--- src/rtl/cpu_irq_timer.sv ---
// cpu_irq_timer: configurable CPU-cycle / scanline IRQ counter for the mapper set.
// A byte-wide register port loads the latch, control and counter. A terminal tick
// sets a sticky pending flag that drives the active-low cartridge IRQ.
module cpu_irq_timer #(
    parameter int COUNTER_WIDTH     = 16,
    parameter int PRESCALE_PERIOD   = 341,
    parameter int PRESCALE_STEP     = 3,
    parameter int USE_SCANLINE_MODE = 1
) (
    input  logic                     clk_i,
    input  logic                     rst_ni,
    input  logic                     reg_we_i,
    input  logic [2:0]               reg_sel_i,
    input  logic [7:0]               reg_data_i,
    output logic                     irq_o,
    output logic                     irq_pending_o,
    output logic [COUNTER_WIDTH-1:0] counter_o
);

    localparam logic [9:0] PERIOD     = 10'(PRESCALE_PERIOD);
    localparam logic [9:0] STEP       = 10'(PRESCALE_STEP);
    localparam logic [9:0] RELOAD_ADD = 10'(PRESCALE_PERIOD - PRESCALE_STEP);
    localparam logic [COUNTER_WIDTH-1:0] ALL_ONES = '1;
    localparam logic [COUNTER_WIDTH-1:0] ONE      = COUNTER_WIDTH'(1);
    localparam logic [COUNTER_WIDTH-1:0] LOW_MASK = COUNTER_WIDTH'(8'hFF);
    // Without the prescaler the mode bit is tied low, so the prescaler flop has
    // no fanout and drops out in synthesis.
    localparam bit SCAN_EN = (USE_SCANLINE_MODE != 0);

    logic [COUNTER_WIDTH-1:0] cnt_q, cnt_d;
    logic [COUNTER_WIDTH-1:0] latch_q, latch_d;
    logic [9:0]               presc_q, presc_d, presc_tick;
    logic                     en_q, en_d;
    logic                     eaa_q, eaa_d;
    logic                     mode_q, mode_d;
    logic                     dir_q, dir_d;
    logic                     reload_q, reload_d;
    logic                     pend_q, pend_d;
    logic                     tick;
    logic                     terminal;
    logic                     clear_pend;

    // Tick generation: every enabled edge in cycle mode, prescaler underflow in scanline mode.
    always_comb begin
        tick       = 1'b0;
        presc_tick = presc_q;
        if (en_q) begin
            if (mode_q) begin
                if (presc_q > STEP) begin
                    presc_tick = presc_q - STEP;
                end else begin
                    presc_tick = presc_q + RELOAD_ADD;
                    tick       = 1'b1;
                end
            end else begin
                tick = 1'b1;
            end
        end
    end

    // Terminal is judged on the pre-edge count.
    assign terminal = tick && (dir_q ? (cnt_q == '0) : (cnt_q == ALL_ONES));

    // Next state: tick update first, register writes override counter/prescaler/enable.
    always_comb begin
        cnt_d      = cnt_q;
        latch_d    = latch_q;
        presc_d    = presc_tick;
        en_d       = en_q;
        eaa_d      = eaa_q;
        mode_d     = mode_q;
        dir_d      = dir_q;
        reload_d   = reload_q;
        clear_pend = 1'b0;

        if (tick) begin
            if (terminal) begin
                if (reload_q) cnt_d = latch_q;
                else          cnt_d = dir_q ? ALL_ONES : '0;
            end else begin
                cnt_d = dir_q ? (cnt_q - ONE) : (cnt_q + ONE);
            end
        end

        if (reg_we_i) begin
            case (reg_sel_i)
                3'd0: latch_d = (latch_q & ~LOW_MASK) | COUNTER_WIDTH'(reg_data_i);
                3'd1: latch_d = (latch_q & LOW_MASK) | COUNTER_WIDTH'({reg_data_i, 8'h00});
                3'd2: begin
                    en_d       = reg_data_i[0];
                    eaa_d      = reg_data_i[1];
                    mode_d     = SCAN_EN & reg_data_i[2];
                    dir_d      = reg_data_i[3];
                    reload_d   = reg_data_i[4];
                    clear_pend = 1'b1;
                    if (reg_data_i[0]) begin
                        cnt_d   = latch_q;
                        presc_d = PERIOD;
                    end
                end
                3'd3: begin
                    en_d       = eaa_q;
                    clear_pend = 1'b1;
                end
                3'd4: cnt_d = (cnt_q & ~LOW_MASK) | COUNTER_WIDTH'(reg_data_i);
                3'd5: cnt_d = (cnt_q & LOW_MASK) | COUNTER_WIDTH'({reg_data_i, 8'h00});
                default: ;
            endcase
        end

        // A terminal tick wins over a same-edge clear so no interrupt is lost.
        if (terminal)        pend_d = 1'b1;
        else if (clear_pend) pend_d = 1'b0;
        else                 pend_d = pend_q;
    end

    // State registers with asynchronous active-low reset.
    always_ff @(posedge clk_i or negedge rst_ni) begin
        if (!rst_ni) begin
            cnt_q    <= '0;
            latch_q  <= '0;
            presc_q  <= PERIOD;
            en_q     <= 1'b0;
            eaa_q    <= 1'b0;
            mode_q   <= 1'b0;
            dir_q    <= 1'b0;
            reload_q <= 1'b0;
            pend_q   <= 1'b0;
        end else begin
            cnt_q    <= cnt_d;
            latch_q  <= latch_d;
            presc_q  <= presc_d;
            en_q     <= en_d;
            eaa_q    <= eaa_d;
            mode_q   <= mode_d;
            dir_q    <= dir_d;
            reload_q <= reload_d;
            pend_q   <= pend_d;
        end
    end

    assign irq_o         = ~pend_q;
    assign irq_pending_o = pend_q;
    assign counter_o     = cnt_q;

endmodule

--- config.mk ---
export PLATFORM = sky130hd
export DESIGN_NAME = cpu_irq_timer
export DESIGN_NICKNAME = d
export VERILOG_FILES = /design/src/rtl/cpu_irq_timer.sv
export SDC_FILE = /design/constraint.sdc
export NUM_CORES = 1
export LEC_CHECK = 0
export BUFFER_PORTS_ARGS = -buffer_cell sky130_fd_sc_hd__buf_2
export CORE_ASPECT_RATIO = 1.75
export CORE_UTILIZATION = 35
export DETAILED_ROUTE_END_ITERATION = 6
export PLACE_DENSITY_LB_ADDON = 0.25
export SLEW_MARGIN = 20
export SYNTH_ARGS = -nofsm -noshare
export SYNTH_HDL_FRONTEND = slang
export SYNTH_SLANG_ARGS = --single-unit
--- constraint.sdc ---
create_clock -name clk_i -period 2.8 [get_ports clk_i]
set_input_delay 0.28 -clock clk_i [delete_from_list [all_inputs] [get_ports clk_i]]
set_output_delay 0.28 -clock clk_i [all_outputs]
set_load 0.005 [all_outputs]
; Word-level counts from Yosys, hierarchy flattened
; Index checks and enable logic that the tools add are counted.
[classes]
n_addsub = 4
mul = 0
div = 0
magnitude_cmp = 1
eq_ne = 6
shifts = 0
muxes = 24
bitwise = 5
n_reduce_logical = 10
[op_table]
columns = op, count
row1 = 16-bit 2-to-1 mux, 7
row2 = 10-bit 2-to-1 mux, 6
row3 = 16-bit case mux with 3 select lines, 1
row4 = 16-bit by 8-bit bitwise OR with 16-bit output, 2
row5 = 8-bit by 16-bit bitwise OR with 16-bit output, 2
row6 = 16-bit case mux with 2 select lines, 1
row7 = "16-bit by 1-bit adder with 16-bit output, second input constant", 1
row8 = "16-bit == test, second input constant", 1
row9 = 16-bit logical NOT, 1
row10 = "16-bit by 1-bit subtractor with 16-bit output, second input constant", 1
row11 = "10-bit by 9-bit adder with 10-bit output, second input constant", 1
row12 = "10-bit by 2-bit > comparator with 1-bit output, second input constant", 1
row13 = "10-bit by 2-bit subtractor with 10-bit output, second input constant", 1
row14 = 1-bit 2-to-1 mux, 8
row15 = "3-bit by 2-bit == test with 1-bit output, second input constant", 2
row16 = "3-bit == test, second input constant", 2
row17 = 2-bit AND reduction, 3
row18 = 2-bit nonzero test, 3
row19 = "3-bit by 1-bit == test with 1-bit output, second input constant", 1
row20 = 3-bit logical NOT, 1
row21 = 1-bit case mux with 2 select lines, 1
row22 = 2-bit OR reduction, 1
row23 = 1-bit logical AND, 1
row24 = 1-bit NOT, 1
[totals]
register_bits = 48
latch_bits = 0
ram_bits = 0
romBits = 0
input_bits = 14
output_inout_bits = 18
elab_cells = 59
n_memories = 0

; Depth between registers and ports, before layout
; Gate-level depths: netlist of the first run.
[logic_depth]
ltp_word = 10
ltp_mapped = 9
ltp_nobuf = 7

; Least setup slack after synthesis of the first run
; No wires, ideal clock.
[synth_path]
path_type = reg-to-reg
start = reg dir_q
end = reg cnt_q[15] (netlist: counter_o[15])
setup_ns = 0.118
arrival_time_ns = 2.461
t_required_ns = 2.682
slack_ns = 0.221
stages_incl_launch_ff = 9
n_path_buf = 1
synth_period_minus_slack_ns = 2.579
cell_sequence = dfrtp_1 -> ha_1 -> clkbuf_1 -> a211oi_1 -> a21oi_1 -> a2111oi_0 -> o311ai_2 -> mux2i_1 -> a21o_1
[synth_via]
elab_chain_cells = 7
word_cells_on_any_way = 10
classes_between = mux: 9 / reduce/logical: 1
[synth_rtl]
columns = element, line_no
row1 = "start, declared", 36  ; logic dir_q, dir_d;
row2 = "start signal, assigned", 136  ; dir_q <= dir_d;
row3 = 16-bit 2-to-1 mux or 1-bit 2-to-1 mux (tied branches), "79, 62"
row4 = 16-bit 2-to-1 mux or 1-bit logical AND (tied branches), "78, 62"
row5 = 16-bit 2-to-1 mux *, 77  ; if (terminal) begin
row6 = 16-bit 2-to-1 mux *, 76  ; if (tick) begin
row7 = 16-bit 2-to-1 mux, 96  ; if (reg_data_i[0]) begin
row8 = 16-bit case mux with 3 select lines, 86  ; case (reg_sel_i)
row9 = 16-bit 2-to-1 mux *, 85  ; if (reg_we_i) begin
row10 = via cnt_d[15], 30  ; logic [COUNTER_WIDTH-1:0] cnt_q, cnt_d;
row11 = "end signal, assigned", 130  ; cnt_q <= cnt_d;
row12 = "end, declared", 30
; Mark *: on every way through the listed nets, which the timed path passes. The rest lies on a longest branch.
; A chain may end at the register's enable or synchronous reset.

; Worst setup path in the final report of the first run
; Ends and elaborated chain as after synthesis.

==> results.toml, run 1 <==
[job]
drv_cap = 0

[floorplan]
die_area_um2 = 11200
rows = 49
die_y_um = 139
die_w_um = 80.5
io_pins = 32
core_area_um2 = 10400
initial_core_util = 0.365

[timing]
setup-tns-final_ns = 0
rsz0062_at_grt = "false"
holdWs_ns = 0.0101
maxSlewViolCount = 0
min_period_over_period = 0.940
hold_viol = 0
setup_viol = 0
min_period_ns = 2.63
max_freq_mhz = 380
fin_skew_ns = 0.00957
slew_headroom = 0.562
worstMarginPinSlew_ns = 0.656

[worst_hold_path]
holdCritPathClass = "in2async"

[logic_synthesis]
synth_edf_count = 0
yosys-mux-area-fraction = 0.108
synth_nets = 466
synth_cell_types = 71
avgSynthCellArea_um2 = 8.70
synth_compound_area_frac = 0.263
synth_xor_area_frac = 0.0278
ys_warn_count = 0
synth_top_family_by_area = "compound AO/OA/AOI/OAI gates"
yosys.area_share.simple = 0.187
async_reset_ff_frac = 1.00
synth_area_um2 = 3780
synthAdderAreaFrac = 0.0616
postSynthCellCount = 434
synth-main-ff-cell = "dfrtp_1"
yosys_register_bits = 48
ys_seq_area_frac = 0.320

[placed_design]
gp_congestion = 0.920
hpwl_um = 9980
port_buffers = 31

[critical_path]
r2r_setup_slack_ns = 0.17
r2r.worst_path.cells = 7
crit_type = "reg2reg"
critPathMaxFanout = 17
crit_required_ns = 3.03
worst_ep_arrival_time_ns = 2.87
end_kind = "flop"
r2r-start = "dir_q"
worstSetupStartpointType = "flop"
timing.rr.end = "counter_o[15]"

[finish]
diodes = 0
syn2layout_area_growth_pct = 16.5
nets = 512
layout-drive-gt1-share = 0.231

[clock_network]
root_buffer = "clkbuf_16"
postCtsSetupBuffers = 0
clock_latency_ns = 0.30
holdBufCountCts = 0
clockBufferDepth = 2
cts.sinks = 48
cts_tree = "built"
ctsResizeCount = 0
h-tree-depth = 2
path_clk_slew_ns = 0.07
cts_made_buffers = 5

[global_route]
grt_pass1_vias = 3781
gr-total-overflow = 0
grtUsageTotal = 0.243
grt_first_pass_wirelength_um = 20500
grt_max_degree = 28
antenna_found_initial = 0

[pwr]
irDropWorstVdd_mv = 0.426
power.density_nw_per_um2 = 977
p_leak_nw = 1.85

[route]
routed_wl_um = 13100
via_per_inst = 6.22
antenna_left = 0
avgRoutedWirePerCell_um = 21.5
drt-pass1-iter-count = 7
drtIter0Drc = 420
route.detailed.drc = 0
vias = 3783

[status]
status = "finished, final reports clean"
-- placed cells by master, fill, tap and decap left out, types with 6 or more instances in the layout --
| cell | instances |
|---|---|
| ha_1 | 17 |
| or3_1 | 6 |
| buf_4 | 30 |
| o21ai_0 | 37 |
| xnor2_1 | 7 |
| dfrtp_1 | 42 |
| mux2_2 | 22 |
| a21oi_1 | 53 |
| mux2i_1 | 16 |
| a31oi_1 | 7 |
| buf_2 | 31 |
| inv_1 | 8 |
| o211ai_1 | 7 |
| nor3_1 | 11 |
| nand2_1 | 36 |
| nor2_1 | 29 |
| nand3_1 | 9 |
-- how the worst max path moves through the flow --
stage                    endpoint  cells past startpoint  slack [ns]   from
finish              counter_o[15]                      7        0.17  dir_q
global route        counter_o[15]                      8        0.04  dir_q
CTS                 counter_o[15]                      7        0.05  dir_q
detailed placement  counter_o[15]                      7        0.09  dir_q
global placement    counter_o[15]                      7        0.16  dir_q
floorplan           counter_o[15]                      8        0.22  dir_q
-- sequential cells by signal (all words and copies together), names as in the netlist --
| register | flops |
|---|---|
| counter_o | 16 |
| reload_q | 1 |
| mode_q | 1 |
| latch_q | 16 |
| eaa_q | 1 |
| dir_q | 1 |
| presc_q | 10 |
| en_q | 1 |
| irq_pending_o | 1 |
-- worst max-delay path: stages, from the launching register on --
cell and delay, ns:
dfrtp_2 0.54, ha_1 0.44, and3_4 0.24, or3b_4 0.41, or4_4 0.49, o311ai_2 0.09
mux2i_1 0.22, a21o_1 0.13
-- where the power goes --
part	leakage [nW]	internal [mW]	switching [mW]
clock	0.0772	0.381	0.269
combinational	1.20	1.06	1.30
sequential	0.581	0.936	0.348
total	1.85	2.38	1.92
-- final cells by class --
cell class,count,area (um^2)
tap,127,159
sequential,48,1210
multi-input combinational,355,2450
timing repair buffer,62,400
fill,1034,5960
clock buffer,8,156
inverter,8,30.0
-- routing by layer --
| metal | global-route usage | wire length (um) | up-vias |
|---|---|---|---|
| li1 | - | - | 1743 |
| met1 | 0.273 | 4960 | 1838 |
| met2 | 0.415 | 6730 | 154 |
| met3 | 0.0275 | 558 | 48 |
| met4 | 0.169 | 847 | 0 |
| met5 | 0 | 0 | - |
-- Yosys cell counts (all sizes together), types with 5 or more instances --
library cell   n  area [um^2]
a21oi         53          265
dfrtp         43         1080
o21ai         41          209
nand2         36          135
nor2          29          109
mux2          22          248
ha            17          213
clkbuf        16         60.1
mux2i         16          160
nor3          11         55.1
nand3          9         45.0
inv            8         30.0
a31oi          7         43.8
buf            7         33.8
o211ai         7         52.6
xnor2          7         61.3
nor4           6         50.0
or3            6         37.5
a22oi          5         37.5
and3           5         36.3
dfstp          5          131
xor2           5         43.8
-- metrics by stage --
step,cell area [um^2],power [mW],std cells,setup WS [ns],util
6_report,4400,4.30,608,0.169,0.425
5_1_grt,4400,4.59,608,0.0435,0.425
4_1_cts,4400,4.27,608,0.0531,0.425
3_5_place_dp,4240,3.61,600,0.0872,0.409
3_3_place_gp,4240,3.55,600,0.157,0.409
2_1_floorplan,3780,2.69,434,0.221,-
-- logic make-up after synthesis --
kind of cell | after synthesis
DFF | 48
xor gates and xnor gates | 12
AOI/OAI and AO/OA | 156
and+or+nand+nor | 131
muxes | 38
adders and majority gates | 18
buffers and inverters | 31
(Power assumes the default switching activity.)
==> run 2, diff against run 1 <==
clock period = 3.15 ns   (was 2.8 ns; I/O delays follow)
==> run 2 against run 1 <==
- clock power is 20% lower
- largest power group unchanged
- clock-buffer cell count is 2 lower
- cell count is 2.6% lower
- clock skew is 0.0037 ns lower
- critical path depth stayed put
- highest routed layer unchanged
- non-clock buffer count is 15 lower
- flip-flop and latch count stayed put
- core utilization is 1.4 points lower
==> results.toml, run 2 (synthesis gave the netlist of run 1 again) <==
[critical_path]
path_cells = "ha_1 > a211oi_1 > a21oi_1 > a2111oi_0 > o311ai_2 > mux2i_1 > a21o_1"
slowest_stage = "dfrtp_2"
crit_buf_inv = 0
critPathMaxFanout = 21
cpPeakStageDelay_ns = 0.62
worst_ep_arrival_time_ns = 2.84
crit_type = "reg2reg"
end_kind = "flop"
worstSetupStartpointType = "flop"
crit_required_ns = 3.34
critPathTopFamily = "compound AO/OA/AOI/OAI gates"

[finish]
nFillCells = 1062
diodes = 0
layout_common_cells = "a21oi_1 (53), dfrtp_1 (42), o21ai_0 (37)"
nets = 497
layout_commonest_cell = "a21oi_1"
syn2layout_area_growth_pct = 12.6
stdcell_count = 592
layout-drive-gt1-share = 0.204

[route]
avgRoutedWirePerCell_um = 20.8
route.detailed.drc = 0
drtIter0Drc = 237
routed_wl_um = 12300
antenna_left = 0
vias = 3704
drt-pass1-iter-count = 5
via_per_inst = 6.26

[global_route]
grt_pass1_vias = 3667
grt_first_pass_wirelength_um = 19700
grtUsageTotal = 0.232
grt_max_degree = 41
antenna_found_initial = 0
gr-total-overflow = 0

[timing]
layout_setup_ws_ns = 0.499
min_period_ns = 2.65
setup-tns-final_ns = 0
rsz0062_at_grt = "false"
worstMarginPinSlew_ns = 0.941
setup_viol = 0
min_period_over_period = 0.842
maxSlewViolCount = 0
fin_skew_ns = 0.00584
holdWs_ns = 0.168
slew_headroom = 0.373
max_freq_mhz = 377
hold_viol = 0

[status]
status = "finished, final reports clean"

[placed_design]
port_buffers = 31
gp_congestion = 0.895
place_inst = 585
place_ws_ns = 0.292
hpwl_um = 9300

[floorplan]
core_area_um2 = 10400
die_y_um = 139
io_pins = 32
initial_core_util = 0.365
die_area_um2 = 11200
die_w_um = 80.5
rows = 49

[worst_hold_path]
holdCritPathClass = "in2async"

[clock_network]
cts_tree = "built"
h-tree-depth = 2
cts.sinks = 48
cts_made_buffers = 5
clockBufferDepth = 2
path_clk_slew_ns = 0.07
postCtsSetupBuffers = 0
clock_latency_ns = 0.29
root_buffer = "clkbuf_16"

[pwr]
irDropWorstVdd_mv = 0.384
power_mw = 3.56
p_leak_nw = 1.76
power.density_nw_per_um2 = 838

[job]
drv_cap = 0
==> run 2: cell count changes in the layout (fill, tap and decap cells not counted) <==
cell	delta
a2111oi_0	+1
a2111oi_1	-1
buf_4	-14
clkbuf_8	-2
buf_12	-1
clkinv_2	+1
==> run 2: where the power goes <==
| part | switching (mW) | total, mW | internal [mW] |
|---|---|---|---|
| clock | 0.233 | 0.522 | 0.289 |
| combinational | 1.02 | 1.84 | 0.827 |
| sequential | 0.368 | 1.20 | 0.831 |
| total | 1.62 | 3.56 | 1.95 |
==> run 2: area by class of cell <==
type                       count  area (um^2)  area share
clock buffer                   6          129      0.0303
sequential                    48         1210       0.284
timing repair buffer          47          275      0.0647
inverter                       8         30.0     0.00706
multi-input combinational    355         2450       0.575
tap                          127          159      0.0374
clock inverter                 1         5.00     0.00118
==> run 2: repair_timing <==
| item | 4_1_cts | 5_1_grt |
|---|---|---|
| endpoints found under the hold margin | 0 | 0 |
| gates resized for setup | 0 | 1 |
| hold buffers | 0 | 0 |
| endpoints found under the setup margin | 0 | 1 |
==> run 2: through the flow <==
stage,utilization,area (um^2)
6_report,0.410,4250
5_1_grt,0.410,4250
4_1_cts,0.410,4250
3_5_place_dp,0.397,4120
3_3_place_gp,0.397,4120
2_1_floorplan,-,3780
==> run 2: worst paths after layout <==
path | start | endpoint | slack [ns] | cells after the start
worst min-delay path | rst_ni | presc_q[7] | 0.17 | 1
min in group clk_i | reg_data_i[7] | latch_q[7] | 0.31 | 2
max in group asynchronous | rst_ni | dir_q | 2.25 | 2
worst max-delay path | dir_q | counter_o[15] | 0.50 | 7
worst max register to register | dir_q | counter_o[15] | 0.50 | 7
worst min register to register | irq_pending_o | irq_pending_o | 0.53 | 2
==> run 2: routing by layer <==
metal / vias to the layer above / wire [um] / track usage / share of wire
met4: 0 / 750 / 0.152 / 0.061
met5: - / 0 / 0 / 0
met1: 1821 / 4670 / 0.260 / 0.38
li1: 1701 / - / - / -
met3: 42 / 482 / 0.0249 / 0.039
met2: 140 / 6420 / 0.401 / 0.52
